File: config.mk
export PLATFORM = sky130hd
export DESIGN_NAME = microwave_cook_ctrl
export DESIGN_NICKNAME = d
export VERILOG_FILES = /design/src/rtl/microwave_cook_ctrl.sv
export SDC_FILE = /design/constraint.sdc
export NUM_CORES = 1
export LEC_CHECK = 0
export CORE_ASPECT_RATIO = 0.6
export CORE_MARGIN = 2
export CORE_UTILIZATION = 40
export DETAILED_ROUTE_END_ITERATION = 16
export PLACE_DENSITY = 0.53
export REMOVE_ABC_BUFFERS = 1
export SYNTH_ARGS = -nofsm -noshare
export SYNTH_HDL_FRONTEND = slang
export SYNTH_SLANG_ARGS = --single-unit
File: constraint.sdc
create_clock -name clk -period 6.1 [get_ports clk]
set_clock_uncertainty 0.1 [all_clocks]
set_input_delay 1.22 -clock clk [delete_from_list [all_inputs] [get_ports clk]]
set_output_delay 1.22 -clock clk [all_outputs]
set_load 0.01 [all_outputs]
File: src/rtl/microwave_cook_ctrl.sv
// Microwave cooking controller: mode FSM, seconds countdown, saturating
// time editor, power-level heater duty cycler and finish/beep hold.
// Owns remain_time; all outputs are decoded from registers except lamp.
module microwave_cook_ctrl #(
   parameter int CLK_HZ       = 100_000_000,
   parameter int TIME_W       = 14,
   parameter int MAX_TIME     = 5999,
   parameter int STEP         = 10,
   parameter int POWER_LEVELS = 4,
   parameter int FINISH_HOLD  = 5,
   parameter int PW_W         = $clog2(POWER_LEVELS)
) (
   input  logic              clk,
   input  logic              reset,
   input  logic              btnU,
   input  logic              btnD,
   input  logic              btnL,
   input  logic              btnC,
   input  logic              btnR,
   input  logic              door,
   output logic [2:0]        mode,
   output logic [TIME_W-1:0] remain_time,
   output logic [PW_W-1:0]   power_lvl,
   output logic              heater_en,
   output logic              beep,
   output logic              lamp
);

   localparam int PS_W   = (CLK_HZ > 1) ? $clog2(CLK_HZ) : 1;
   localparam int HOLD_W = $clog2(FINISH_HOLD + 1);

   localparam logic [PS_W-1:0]   PS_MAX   = PS_W'(CLK_HZ - 1);
   localparam logic [HOLD_W-1:0] HOLD_MAX = HOLD_W'(FINISH_HOLD);
   localparam logic [PW_W-1:0]   PW_MAX   = PW_W'(POWER_LEVELS - 1);
   localparam logic [TIME_W-1:0] MAX_T    = TIME_W'(MAX_TIME);
   localparam logic [TIME_W-1:0] STEP_T   = TIME_W'(STEP);

   typedef enum logic [2:0] {
      S_IDLE   = 3'd0,
      S_SET    = 3'd1,
      S_RUN    = 3'd2,
      S_STOP   = 3'd3,
      S_FINISH = 3'd4
   } state_t;

   state_t              state_reg,  state_next;
   logic [TIME_W-1:0]   remain_reg, remain_next;
   logic [PW_W-1:0]     power_reg,  power_next;
   logic [PS_W-1:0]     presc_reg,  presc_next;
   logic [PW_W-1:0]     duty_reg,   duty_next;
   logic [HOLD_W-1:0]   hold_reg,   hold_next;
   logic                tick;

   // Add STEP, clamping at MAX_TIME; computed one bit wider so it cannot wrap.
   function automatic logic [TIME_W-1:0] sat_add(input logic [TIME_W-1:0] v);
      logic [TIME_W:0] s;
      s = {1'b0, v} + {1'b0, STEP_T};
      return (s > {1'b0, MAX_T}) ? MAX_T : s[TIME_W-1:0];
   endfunction

   // Remove STEP, clamping at zero.
   function automatic logic [TIME_W-1:0] sat_sub(input logic [TIME_W-1:0] v);
      return (v < STEP_T) ? '0 : (v - STEP_T);
   endfunction

   assign tick = (presc_reg == PS_MAX);

   // State and datapath registers, asynchronously reset.
   always_ff @(posedge clk or posedge reset) begin
      if (reset) begin
         state_reg  <= S_IDLE;
         remain_reg <= '0;
         power_reg  <= PW_MAX;
         presc_reg  <= '0;
         duty_reg   <= '0;
         hold_reg   <= '0;
      end else begin
         state_reg  <= state_next;
         remain_reg <= remain_next;
         power_reg  <= power_next;
         presc_reg  <= presc_next;
         duty_reg   <= duty_next;
         hold_reg   <= hold_next;
      end
   end

   // Next-state logic: per-state priority decode of buttons, door and tick.
   always_comb begin
      state_next  = state_reg;
      remain_next = remain_reg;
      power_next  = power_reg;
      presc_next  = presc_reg;
      duty_next   = duty_reg;
      hold_next   = '0;

      // Seconds prescaler only runs while cooking or holding the finish beep.
      if (state_reg == S_RUN || state_reg == S_FINISH)
         presc_next = tick ? '0 : presc_reg + PS_W'(1);

      // Duty phase advances once per second of cooking.
      if (state_reg == S_RUN && tick)
         duty_next = (duty_reg == PW_MAX) ? '0 : duty_reg + PW_W'(1);

      case (state_reg)
         S_IDLE: begin
            if (btnC)
               state_next = S_SET;
         end
         S_SET: begin
            // An unusable btnC (door open or no time) falls through to the rest.
            if (btnC && !door && remain_reg != '0) begin
               state_next = S_RUN;
               presc_next = '0;
               duty_next  = '0;
            end else if (btnL)
               remain_next = '0;
            else if (btnU)
               remain_next = sat_add(remain_reg);
            else if (btnD)
               remain_next = sat_sub(remain_reg);
            else if (btnR)
               power_next = (power_reg == PW_MAX) ? '0 : power_reg + PW_W'(1);
         end
         S_RUN: begin
            if (door)
               state_next = S_STOP;
            else if (btnL)
               state_next = S_SET;
            else if (btnC)
               state_next = S_STOP;
            else if (tick) begin
               // remain is never 0 in RUN, so the decrement cannot underflow.
               if (btnU)
                  remain_next = sat_add(remain_reg - TIME_W'(1));
               else if (remain_reg == TIME_W'(1)) begin
                  state_next  = S_FINISH;
                  remain_next = '0;
                  presc_next  = '0;
               end else
                  remain_next = remain_reg - TIME_W'(1);
            end else if (btnU)
               remain_next = sat_add(remain_reg);
         end
         S_STOP: begin
            // Prescaler and duty are left untouched so the second resumes in phase.
            if (btnC && !door)
               state_next = S_RUN;
            else if (btnL)
               state_next = S_SET;
         end
         S_FINISH: begin
            hold_next = hold_reg;
            if (btnC || btnL) begin
               state_next  = S_SET;
               remain_next = '0;
               hold_next   = '0;
            end else if (tick) begin
               if (hold_reg + HOLD_W'(1) == HOLD_MAX) begin
                  state_next  = S_SET;
                  remain_next = '0;
                  hold_next   = '0;
               end else
                  hold_next = hold_reg + HOLD_W'(1);
            end
         end
         default: state_next = S_IDLE;
      endcase
   end

   assign mode        = state_reg;
   assign remain_time = remain_reg;
   assign power_lvl   = power_reg;
   assign heater_en   = (state_reg == S_RUN) && (duty_reg <= power_reg);
   assign beep        = (state_reg == S_FINISH);
   assign lamp        = door | (state_reg == S_RUN);

endmodule

Yosys cells after proc, flatten, opt, wreduce, memory -nomap -nowiden. Index checks and enable logic that the tools add are counted.

Add/subtract/negate cells: 8. $lt $le $gt $ge: 4. Equal/unequal tests: 23. Mux-type cells: 51. Bitwise logic cells: 5. Reduce and logical (&&, ||, !) cells: 13.

Operators by type and width (count): two-way mux 27 bit (9); two-way mux 14 bit (17); one-hot mux 27 bit (2 select lines) (1); two-way mux 3 bit (17); one-hot mux 14 bit (3 select lines) (1); adder 14 x 4 -> 15 bit (second input constant) (2); greater-than comparator 15 x 13 -> 1 bit (second input constant) (2); adder 27 x 1 -> 27 bit (second input constant) (1); equality test 27 bit (second input constant) (1); one-hot mux 3 bit (5 select lines) (1); equality test 14 x 1 -> 1 bit (second input constant) (1); < comparator 14 x 4 -> 1 bit (second input constant) (1); nonzero test 14 bit (1); subtractor 14 x 1 -> 14 bit (second input constant) (1); subtractor 14 x 4 -> 14 bit (second input constant) (1); inequality test 2 bit (second input constant) (6); two-way mux 2 bit (5); inequality test 5 bit (second input constant) (2); AND reduction 9 bit (1); AND reduction 8 bit (1); equality test 3 x 2 -> 1 bit (second input constant) (2); equality test 3 bit (second input constant) (2); inequality test 3 x 1 -> 1 bit (second input constant) (2); inequality test 3 bit (second input constant) (2); other kinds (15) (24).

Register bits after elaboration: 51. Input bits: 8. Output and inout port bits: 22. Logic and storage cells: 110.

Logic depth before layout (Yosys ltp).
Depth after elaboration: 10. Gate-level depth with buffers: 15. Depth with buffers taken out: 14.

Worst setup path after synthesis. Ideal clock, no wire load.

Path kind: reg2reg. From: register remain_reg[2] (netlist: remain_time[2]). To: register remain_reg[3] (netlist: remain_time[3]). Setup time: 0.134 ns. Data arrival time: 3.442 ns. Required time: 5.866 ns. Slack: 2.424 ns. Cell stages (with the launch flop): 15. Buffers on the path: 3. Clock period less this slack: 3.676 ns. Cells stage by stage: dfrtp_1 > clkbuf_1 > inv_1 > ha_1 > a21bo_2 > buf_2 > or3_1 > buf_2 > o31a_1 > or2_4 > a31o_4 > a2111oi_4 > nand4b_4 > a311oi_1 > o211ai_1.

Cells in the longest elaborated chain, start to end: 10. Elaborated cells between the ends (all ways): 27. Those cells by class: add/sub (4); order compare (3); eq/ne (2); mux (15); reduce/logical (3).

Ends and longest elaborated chain: from (decl) (line 47) `logic [TIME_W-1:0] remain_reg, remain_next;`; from (signal assigned) (line 79) `remain_reg <= remain_next;`; subtractor 14 x 1 -> 14 bit (line 134, 140); adder 14 x 4 -> 15 bit (line 57) `s = {1'b0, v} + {1'b0, STEP_T};`; greater-than comparator 15 x 13 -> 1 bit (line 58) `return (s > {1'b0, MAX_T}) ? MAX_T : s[TIME_W-1:0];`; two-way mux 14 bit (line 58); two-way mux 14 bit (line 133) `if (btnU)`; two-way mux 14 bit (line 131) `else if (tick) begin`; two-way mux 14 bit (line 129) `else if (btnC)`; two-way mux 14 bit (line 127) `else if (btnL)`; two-way mux 14 bit (line 125) `if (door)`; one-hot mux 14 bit (3 select lines) (line 104) `case (state_reg)`.

Parallel ways exist; a longest one is shown, timed or not. The select of a mux whose other input is x is not followed. A chain may end at the register's enable or synchronous reset.

Worst setup path after layout.
From: register remain_reg[3] (netlist: remain_time[3]). To: register remain_reg[1] (netlist: remain_time[1]).

Cells in the longest elaborated chain, start to end: 10. Elaborated cells between the ends (all ways): 26. Those cells by class: add/sub (3); order compare (3); eq/ne (2); mux (15); reduce/logical (3).

Ends and longest elaborated chain: subtractor 14 x 1 -> 14 bit (line 134) `remain_next = sat_add(remain_reg - TIME_W'(1));`; adder 14 x 4 -> 15 bit (line 57); greater-than comparator 15 x 13 -> 1 bit (line 58); two-way mux 14 bit (line 58); two-way mux 14 bit (line 133); two-way mux 14 bit (line 131); two-way mux 14 bit (line 129); two-way mux 14 bit (line 127); two-way mux 14 bit (line 125); one-hot mux 14 bit (3 select lines) (line 104).

Parallel ways exist; a longest one is shown, timed or not. The select of a mux whose other input is x is not followed.

==> results_tabular.tex <==
\begin{tabular}{lr}
\hline
Metric & Value \\
\hline
\multicolumn{2}{l}{\textbf{Run status}} \\
\quad Result of the run & completed \\
\multicolumn{2}{l}{\textbf{Timing}} \\
\quad Final count of pins violating max slew & 0 \\
\quad Slew at the pin with the worst max-slew slack & 1050 ps \\
\quad Setup TNS & 0 ps \\
\quad Max frequency & 230 MHz \\
\quad Unrepaired setup endpoints after global routing & no \\
\quad Number of hold violations in the final report & 0 \\
\quad Final setup fails & 0 \\
\quad Smallest setup slack after layout & 1760 ps \\
\quad Hold\_ws & 448 ps \\
\quad Final period util & 71.2\% \\
\quad Normalized max-slew margin & 29.6\% \\
\quad Final critical path time including I/O delays and setup & 4340 ps \\
\multicolumn{2}{l}{\textbf{Placed design}} \\
\quad Global placer's final weighted congestion & 0.918 \\
\quad Post-Place Worst Slack & 1640 ps \\
\quad Placed Cells incl. Taps & 810 \\
\quad Number of buffer cells added on primary ports & 29 \\
\quad Detailed Place HPWL & 13000 um \\
\multicolumn{2}{l}{\textbf{Yosys}} \\
\quad Post-synth EDFFs & 0 \\
\quad Main synth FF type & dfrtp\_1 \\
\quad Area share of the largest cell type after synthesis & 24.7\% \\
\quad Number of standard cells after synthesis & 645 \\
\quad Fraction of synthesis flops using an asynchronous set or reset pin & 100\% \\
\quad Yosys Warn Count & 0 \\
\quad Netlist area before placement & 0.00497 mm\^{}2 \\
\quad Count of state elements after synthesis & 51 \\
\quad Sequential share of the synthesized area & 25.7\% \\
\quad Leading cell types by total area after synthesis & dfrtp\_1 25\%, nor2\_1 6.5\%, xnor2\_1 5.6\%, nand2\_1 4.7\%, xor2\_1 4.6\% \\
\quad Most frequent cell after synthesis & nor2\_1 \\
\quad Synth cell types & 84 \\
\quad Cell type with the highest aggregate area in the netlist & dfrtp\_1 \\
\quad Commonest cells in the netlist & 86 x nor2\_1, 62 x nand2\_1, 49 x dfrtp\_1 \\
\quad Average size of a mapped cell & 7.71 um\^{}2 \\
\multicolumn{2}{l}{\textbf{CTS}} \\
\quad Number of hold buffers added after cts & 0 \\
\quad Number of setup buffers added after CTS & 0 \\
\quad \# resized after CTS & 0 \\
\quad Worst-path clk slew & 80 ps \\
\quad TritonCTS sink count & 51 \\
\quad CTS tree & yes \\
\quad Number of buffers added by the clock tree synthesis step & 5 \\
\quad Worst skew pair latency & 300 ps \\
\quad Clock root buffer & clkbuf\_16 \\
\quad Longest Clk Path Bufs & 2 \\
\quad Level count of the clock H-tree & 2 \\
\multicolumn{2}{l}{\textbf{GRT}} \\
\quad Via count of the first global-routing pass & 4617 \\
\quad Fraction of met1 tracks used by global routing & 43.6\% \\
\quad Global-route wire length before repair & 27100 um \\
\quad Initial antenna violation count & 0 \\
\quad Global-route track usage on met3 & 8.03\% \\
\quad Gr ovfl total & 0 \\
\quad Met2 GRT Util & 31.6\% \\
\quad Maximum number of pins on one net before global-route repair & 52 \\
\quad Total global routing track utilization & 26.0\% \\
\quad Highest-utilization routing layer at the global route stage & met1 \\
\multicolumn{2}{l}{\textbf{Routing}} \\
\quad Drt wl/cell & 21.3 um \\
\quad Detailed Route WL & 17400 um \\
\quad Number of remaining DRC errors & 0 \\
\quad Total vias in the final route & 5164 \\
\quad Count of TritonRoute iterations in the first routing pass & 5 \\
\quad ANT nets after route & 0 \\
\quad Drt initial violations & 729 \\
\quad Via density & 6.31 \\
\multicolumn{2}{l}{\textbf{Power}} \\
\quad Total leakage power & 2.12 nW \\
\quad IR Drop Worst-Case VDD & 0.189 mV \\
\quad Power density normalized to cell area & 489 mW/mm\^{}2 \\
\multicolumn{2}{l}{\textbf{Die}} \\
\quad Initial core utilization & 41.1\% \\
\quad Die Outline Area & 0.0134 mm\^{}2 \\
\quad Area inside the core boundary & 0.0121 mm\^{}2 \\
\quad Top Ports & 30 \\
\quad Die outline height & 90.4 um \\
\quad Die Width & 148 um \\
\quad Num rows & 31 \\
\multicolumn{2}{l}{\textbf{Setup path}} \\
\quad Sort of element at the start of the critical path & register \\
\quad Setup CP Type & reg2reg \\
\quad Data arrival time of the critical path & 4420 ps \\
\quad Crit-path max FO & 25 \\
\quad Data required time at the worst endpoint & 6180 ps \\
\quad Sort of element at the end of the critical path & register \\
\multicolumn{2}{l}{\textbf{Cells and area}} \\
\quad Count of non-filler cells in the finished layout & 818 \\
\quad Number of flip-flops in the largest register & 27 \\
\quad Number of diodes added for antenna fixing & 0 \\
\quad Net count reported at finish & 676 \\
\quad Area Overhead vs Synth & 11.4\% \\
\quad Share of post-route cells with drive strength above 1 & 7.35\% \\
\multicolumn{2}{l}{\textbf{Job}} \\
\quad Max-cap violations & 0 \\
\multicolumn{2}{l}{\textbf{Worst hold path}} \\
\quad Worst min path class & reg2reg \\
\hline
\end{tabular}
-- cell usage in the layout (no fill, tap or decap), types with 8 or more instances in the layout --
cell type,Yosys,layout
a21oi_1,39,39
a31oi_1,11,11
buf_4,0,10
clkdlybuf4s50_1,0,29
dfrtp_1,49,49
ha_1,16,16
inv_1,18,17
nand2_1,62,62
nand3_1,22,22
nand4_1,9,9
nor2_1,86,86
nor2b_1,8,8
nor3_1,26,26
nor4_1,11,11
o21ai_0,32,32
o31ai_1,8,8
or3_1,8,8
xnor2_1,32,32
xor2_1,26,26
-- worst max-delay path, stage by stage, from the launching register on --
cell and delay (ps):
dfrtp_1 770, a21oi_1 950, xnor2_1 360, a31oi_1 190, o21bai_1 260, a21bo_2 300, nand2_1 390, o22ai_1 410
nor3_1 100, a2111oi_1 370
-- stage by stage --
| step | total power [mW] | instance area [um^2] | utilization [%] |
|---|---|---|---|
| after CTS | 2.66 | 5540 | 45.8 |
| after global placement | 2.33 | 5370 | 44.4 |
| after detailed placement | 2.31 | 5370 | 44.4 |
| final | 2.71 | 5540 | 45.8 |
| after global routing | 2.88 | 5540 | 45.8 |
| after floorplan | 1.72 | 4800 | - |
-- cell families after synthesis --
group                    synth area share, %
adder cells (fa/ha/maj)                 4.03
buffers and inverters                   4.83
multiplexers                           0.881
XOR/XNOR                                10.2
AO/OA/AOI/OAI                           26.5
AND/OR/NAND/NOR                         27.8
flip-flops                              25.7
-- cell type report --
cell class              instances  area [um^2]
multi-input cells             537         3450
clock buffers                   5          125
inverters                      18         67.6
fillers                      1247         6560
clock inverters                 3         43.8
repair buffers                 39          365
flip-flops and latches         51         1280
well taps                     165          206
-- where the power goes --
part,internal (mW),switching [mW]
sequential,0.424,0.209
clock,0.194,0.139
combinational,0.658,1.08
total,1.28,1.43
-- routing by layer --
metal	wire length, um	up-vias
met1	8990	2491
met3	1860	13
met2	6410	268
met4	119	0
met5	0	-
li1	-	2392
-- path summary, 6_finish.rpt --
kind                                       startpoint                          to  slack, ps  cells past startpoint
setup / recovery           remain_time[3]$_DFFE_PP0P_  remain_time[1]$_DFFE_PP0P_       1760                      9
setup reg to reg           remain_time[3]$_DFFE_PP0P_  remain_time[1]$_DFFE_PP0P_       1760                      9
hold / removal                hold_reg[1]$_DFFE_PP0N_     hold_reg[1]$_DFFE_PP0N_        450                      2
max in group asynchronous                       reset     hold_reg[2]$_DFFE_PP0N_       4100                      3
hold reg to reg               hold_reg[1]$_DFFE_PP0N_     hold_reg[1]$_DFFE_PP0N_        450                      2
min in group asynchronous                       reset      presc_reg[9]$_DFF_PP0_       1330                      3
(Power assumes the default switching activity.)
